<file path="config.mk">
export PLATFORM = sky130hd
export DESIGN_NAME = chess_tick_countdown
export DESIGN_NICKNAME = d
export VERILOG_FILES = /design/src/rtl/chess_tick_pkg.sv /design/src/rtl/chess_tick_prescaler.sv /design/src/rtl/chess_tick_countdown.sv
export SDC_FILE = /design/constraint.sdc
export NUM_CORES = 1
export LEC_CHECK = 0
export CORE_MARGIN = 8
export CORE_UTILIZATION = 45
export CTS_CLUSTER_SIZE = 10
export DETAILED_ROUTE_END_ITERATION = 7
export DONT_BUFFER_PORTS = 1
export PLACE_DENSITY = 0.7
export SLEW_MARGIN = 20
export SYNTH_ARGS = -nofsm -noshare
export SYNTH_HDL_FRONTEND = slang
export SYNTH_SLANG_ARGS = --single-unit
</file>
<file path="constraint.sdc">
create_clock -name i_clk -period 4.9 [get_ports i_clk]
set_input_delay 1.47 -clock i_clk [delete_from_list [all_inputs] [get_ports i_clk]]
set_output_delay 1.47 -clock i_clk [all_outputs]
set_load 0.005 [all_outputs]
</file>
<file path="src/rtl/chess_tick_pkg.sv">
// Shared types and helpers for the chess clock countdown core.
//   t_cd_state    : countdown FSM states
//   t_bcd, t_bcd2 : one BCD digit, and a tens/units pair ([1] = tens, [0] = units)
//   bcd_sanitise  : clamps a digit above 9 down to 9
//   bcd2_to_bin   : two-digit BCD to binary 0..99
//   bcd2_dec      : two-digit BCD decrement with borrow from tens
package chess_tick_pkg;

  typedef enum logic [1:0] {
    S_IDLE,
    S_RUN,
    S_HOLD,
    S_ZERO
  } t_cd_state;

  typedef logic [3:0] t_bcd;
  typedef t_bcd [1:0] t_bcd2;

  function automatic t_bcd bcd_sanitise(input t_bcd d);
    return (d > 4'd9) ? 4'd9 : d;
  endfunction

  function automatic t_bcd2 bcd2_sanitise(input t_bcd2 v);
    t_bcd2 r;
    r[1] = bcd_sanitise(v[1]);
    r[0] = bcd_sanitise(v[0]);
    return r;
  endfunction

  function automatic logic [6:0] bcd2_to_bin(input t_bcd2 v);
    return 7'(v[1]) * 7'd10 + 7'(v[0]);
  endfunction

  // Caller guarantees v != 00; 00 never decrements.
  function automatic t_bcd2 bcd2_dec(input t_bcd2 v);
    t_bcd2 r;
    if (v[0] != 4'd0) begin
      r[1] = v[1];
      r[0] = v[0] - 4'd1;
    end else begin
      r[1] = v[1] - 4'd1;
      r[0] = 4'd9;
    end
    return r;
  endfunction

endpackage

</file>
<file path="src/rtl/chess_tick_prescaler.sv">
// Tick prescaler: counts 0..p_divider-1 while enabled, holding its count when
// disabled so partial periods survive pauses.
//   clk_i   : system clock
//   rst_ni  : synchronous active-low reset, clears the count
//   en_i    : advance the count this cycle
//   clr_i   : synchronous clear (takes priority over en_i)
//   tc_o    : terminal-count pulse, high in the cycle the count wraps
module chess_tick_prescaler #(
  parameter int unsigned p_divider = 17_865_771
) (
  input  logic clk_i,
  input  logic rst_ni,
  input  logic en_i,
  input  logic clr_i,
  output logic tc_o
);

  localparam int unsigned CntW = (p_divider > 2) ? $clog2(p_divider) : 1;
  localparam logic [CntW-1:0] CntMax = CntW'(p_divider - 1);

  logic [CntW-1:0] cnt_q;
  logic            at_max;

  assign at_max = (cnt_q == CntMax);
  assign tc_o   = en_i && !clr_i && at_max;

  always_ff @(posedge clk_i) begin
    if (!rst_ni || clr_i) begin
      cnt_q <= '0;
    end else if (en_i) begin
      cnt_q <= at_max ? '0 : cnt_q + CntW'(1);
    end
  end

endmodule

</file>
<file path="src/rtl/chess_tick_countdown.sv">
// Per-player countdown core for the chess clock. Holds a two-digit BCD time,
// loads it from the init switches, and decrements once per prescaled tick while
// the player's turn is running.
//   i_clk     : system clock
//   i_rst     : synchronous active-low reset (loads i_init)
//   i_init    : initial BCD time, [1] = tens, [0] = units (digits > 9 load as 9)
//   i_restart : single-cycle pulse, reload from i_init (beats tick and i_run)
//   i_run     : level, this player's clock is running
//   o_digit   : current BCD value
//   o_tick    : pulse in the cycle o_digit shows a freshly decremented value
//   o_zero    : value is 00
//   o_warn    : 0 < value <= p_warn
//   o_running : FSM is in S_RUN
module chess_tick_countdown
  import chess_tick_pkg::*;
#(
  parameter int unsigned p_divider = 17_865_771,
  parameter int unsigned p_warn    = 10
) (
  input  logic            i_clk,
  input  logic            i_rst,
  input  logic [1:0][3:0] i_init,
  input  logic            i_restart,
  input  logic            i_run,
  output logic [1:0][3:0] o_digit,
  output logic            o_tick,
  output logic            o_zero,
  output logic            o_warn,
  output logic            o_running
);

  localparam logic [6:0] WarnBin = 7'(p_warn);

  t_cd_state state_q;
  t_bcd2     digit_q;
  logic      tick_q;

  t_bcd2     load_val;
  logic      load_zero;
  t_bcd2     dec_val;
  logic      presc_en;
  logic      presc_tc;

  assign load_val  = bcd2_sanitise(t_bcd2'(i_init));
  assign load_zero = (load_val == '0);
  assign dec_val   = bcd2_dec(digit_q);

  // Only a running turn advances the prescaler; the first increment lands the
  // cycle after entering S_RUN because state_q is still the old state before.
  assign presc_en = (state_q == S_RUN) && i_run;

  chess_tick_prescaler #(
    .p_divider(p_divider)
  ) u_prescaler (
    .clk_i (i_clk),
    .rst_ni(i_rst),
    .en_i  (presc_en),
    .clr_i (i_restart),
    .tc_o  (presc_tc)
  );

  always_ff @(posedge i_clk) begin
    if (!i_rst || i_restart) begin
      digit_q <= load_val;
      state_q <= load_zero ? S_ZERO : S_IDLE;
      tick_q  <= 1'b0;
    end else begin
      tick_q <= 1'b0;
      unique case (state_q)
        S_IDLE: begin
          if (i_run) state_q <= S_RUN;
        end
        S_RUN: begin
          if (!i_run) begin
            state_q <= S_HOLD;
          end else if (presc_tc) begin
            digit_q <= dec_val;
            tick_q  <= 1'b1;
            if (dec_val == '0) state_q <= S_ZERO;
          end
        end
        S_HOLD: begin
          if (i_run) state_q <= S_RUN;
        end
        S_ZERO: begin
          state_q <= S_ZERO;
        end
        default: state_q <= S_IDLE;
      endcase
    end
  end

  assign o_digit   = digit_q;
  assign o_tick    = tick_q;
  assign o_zero    = (digit_q == '0);
  assign o_warn    = !o_zero && (bcd2_to_bin(digit_q) <= WarnBin);
  assign o_running = (state_q == S_RUN);

endmodule

</file>
==> results.sh <==
export IMPL_ioPinCount=24
export IMPL_layout_commonest_cell="dfxtp_1"
export IMPL_first_iter_violations=150
export IMPL_num_antenna_cells=0
export IMPL_multi_input_area_sq_um=1290
export IMPL_vias_per_cell=5.84
export IMPL_total_power_uw=668
export IMPL_io_buffers=0
export IMPL_fmax_mhz=246
export IMPL_async_reset_ff_frac=0
export IMPL_start_util=0.464
export IMPL_synthDistinctLibCells=46
export IMPL_use_met1=0.170
export IMPL_root_buffer="clkbuf_8"
export IMPL_drv_cap=0
export IMPL_final_util=0.499
export IMPL_cts_sinks=36
export IMPL_core_area_sq_um=4720
export IMPL_synth_seq_area_share=0.374
export IMPL_hpwlAfterDp_um=3400
export IMPL_critPathKind="flip-flop to primary output"
export IMPL_worst_slew_pin_slew_ps=852
export IMPL_finalMaxSlewViolations=0
export IMPL_timing_hold_ws_ps=478
export IMPL_grt_usage=0.137
export IMPL_required_ps=3430
export IMPL_path_clk_slew_ps=70
export IMPL_drc=0
export IMPL_hp_class="flip-flop to flip-flop"
export IMPL_worstPathMaxFanout=7
export IMPL_grt_antenna_before_repair=0
export IMPL_rows=25
export IMPL_die_w_um=85.8
export IMPL_fillers=443
export IMPL_p_leak_uw=0.000746
export IMPL_critPathLaunchType="flip-flop"
export IMPL_yosysWarnings=0
export IMPL_regArea_sq_um=821
export IMPL_die_height_um=85.8
export IMPL_endpoint_kind="primary output"
export IMPL_postCtsHoldBufs=0
export IMPL_dieArea_sq_um=7360
export IMPL_routed_wl_um=4720
export IMPL_synth_flop_cell="dfxtp_1"
export IMPL_overflow=0
export IMPL_placed_cell_area_sq_um=2240
export IMPL_worstSkewPairLatency_ps=280
export IMPL_hold_viol_final=0
export IMPL_grt_use_met2=0.226
export IMPL_clk_path_buf_depth=2
export IMPL_post_cts_buffers=0
export IMPL_layout_min_cycle_time_ps=4060
export IMPL_grt_pass1_wl_um=8290
export IMPL_synth_edff_count=10
export IMPL_status="complete, no violations"
export IMPL_slew_headroom=0.432
export IMPL_min_period_over_period=0.828
export IMPL_htreeDepth=2
export IMPL_drtPass1Iterations=4
export IMPL_area_delta_synth_final_pct=7.53
export IMPL_syn_avg_cell_area_sq_um=8.84
export IMPL_vias=1845
export IMPL_syn_inst=248
export IMPL_gp_congestion=0.899
export IMPL_numCtsBuffers=5
export IMPL_setup_viol=0
export IMPL_yosysTopAreaCellShare=0.237
export IMPL_met3_usage=0.0411
export IMPL_p_per_area_nw_per_um2=283
export IMPL_ff2ff_path_depth=4
export IMPL_rsz0062_at_grt="no"
export IMPL_netlist_area_sq_um=2190
export IMPL_layout_drive_gt1_share=0.0602
export IMPL_cts_resized_gates=0
export IMPL_fin_area_sq_um=2360
export IMPL_grt_busiest_layer="met2"
export IMPL_fin_setup_tns_ps=0
export IMPL_synth_area_leaders="dfxtp_1 24%, edfxtp_1 14%, a21oi_1 5.7%, ha_1 5.7%, o21ai_0 4.1%"
export IMPL_yosysTopAreaCell="dfxtp_1"
export IMPL_vdd_ir_drop_max_uv=214
export IMPL_crit_arrival_ps=2590
export IMPL_drtAntennaViolNets=0
export IMPL_synth_seq_cells=36
export IMPL_post_drt_wl_per_cell_um=14.9
export IMPL_grt_pass1_vias=1780
export IMPL_cts_tree="yes"
export IMPL_synth_fp_nets=272
export IMPL_layout_common_cells="26 x dfxtp_1, 25 x a21oi_1, 20 x nand2_1, 18 x o21ai_0, 13 x nor2_1"
export IMPL_skew_ps=7.32
export IMPL_nNetsFinal=272
export IMPL_grt_max_degree=26
export IMPL_hold_depth=2
==> worst paths after layout <==
kind,startpoint,end,slack [ps]
max,o_digit[5],o_warn,840
max reg2reg,u_prescaler.cnt_q[21],o_digit[1],2550
min reg2reg,u_prescaler.cnt_q[12],u_prescaler.cnt_q[12],480
min,u_prescaler.cnt_q[12],u_prescaler.cnt_q[12],480
==> worst max-delay path, stage by stage, from the launching register on <==
cell      delay, ps
edfxtp_1        530
ha_1            350
ha_1            130
inv_1            40
fa_1            370
xor2_1          210
nand2_1          70
or3_1           300
a211oi_1        300
==> stage by stage <==
step	std cells	setup WS, ps
final	316	841
after global routing	316	596
after CTS	315	799
after detailed placement	307	1110
after global placement	307	1150
after floorplan	248	1280
==> kinds of logic after synthesis <==
group	count (synthesis)	share of synthesized area
adders and majority gates	12	0.0753
xor gates and xnor gates	12	0.0479
and+or+nand+nor	106	0.289
buffers and inverters	19	0.0377
DFF	36	0.374
AOI/OAI and AO/OA	63	0.176
==> final cells by class <==
| cell class | instances | share of cell area |
|---|---|---|
| Clock buffer | 6 | 0.0308 |
| Clock inverter | 2 | 0.0149 |
| Inverter | 10 | 0.0159 |
| Multi-Input combinational cell | 193 | 0.547 |
| Sequential cell | 36 | 0.348 |
| Tap cell | 67 | 0.0356 |
| Timing Repair Buffer | 2 | 0.00796 |
==> sequential cells by signal, summed over array words and instances (netlist names) <==
| name | count |
|---|---|
| u_prescaler.cnt_q | 25 |
| o_digit | 8 |
| state_q | 2 |
| o_tick | 1 |
==> per-layer routing <==
metal  up-vias  wire (um)
li1        939          -
met4         0         17
met1       871       2240
met3         2        252
met5         -          0
met2        33       2210
==> where the power goes <==
group / total [uW] / switching, uW / internal (uW)
sequential: 335 / 18.1 / 317
clock: 253 / 102 / 151
combinational: 80.1 / 42.9 / 37.2
==> synth_stat cells, types with 2 or more instances <==
cell	n
a21o_1	2
a21oi_1	25
and3_1	2
and4_1	5
buf_2	2
clkbuf_1	5
dfxtp_1	26
edfxtp_1	10
fa_1	2
ha_1	10
inv_1	10
nand2_1	20
nand3_1	10
nand3b_1	4
nand4_1	6
nor2_1	13
nor2b_1	3
nor3_1	6
nor4_1	8
nor4b_1	4
o211ai_1	2
o21a_1	3
o21ai_0	18
o31ai_1	7
or3_1	8
or4_1	7
xnor2_1	8
xor2_1	4
No activity file was read; power rests on OpenSTA's default activity.
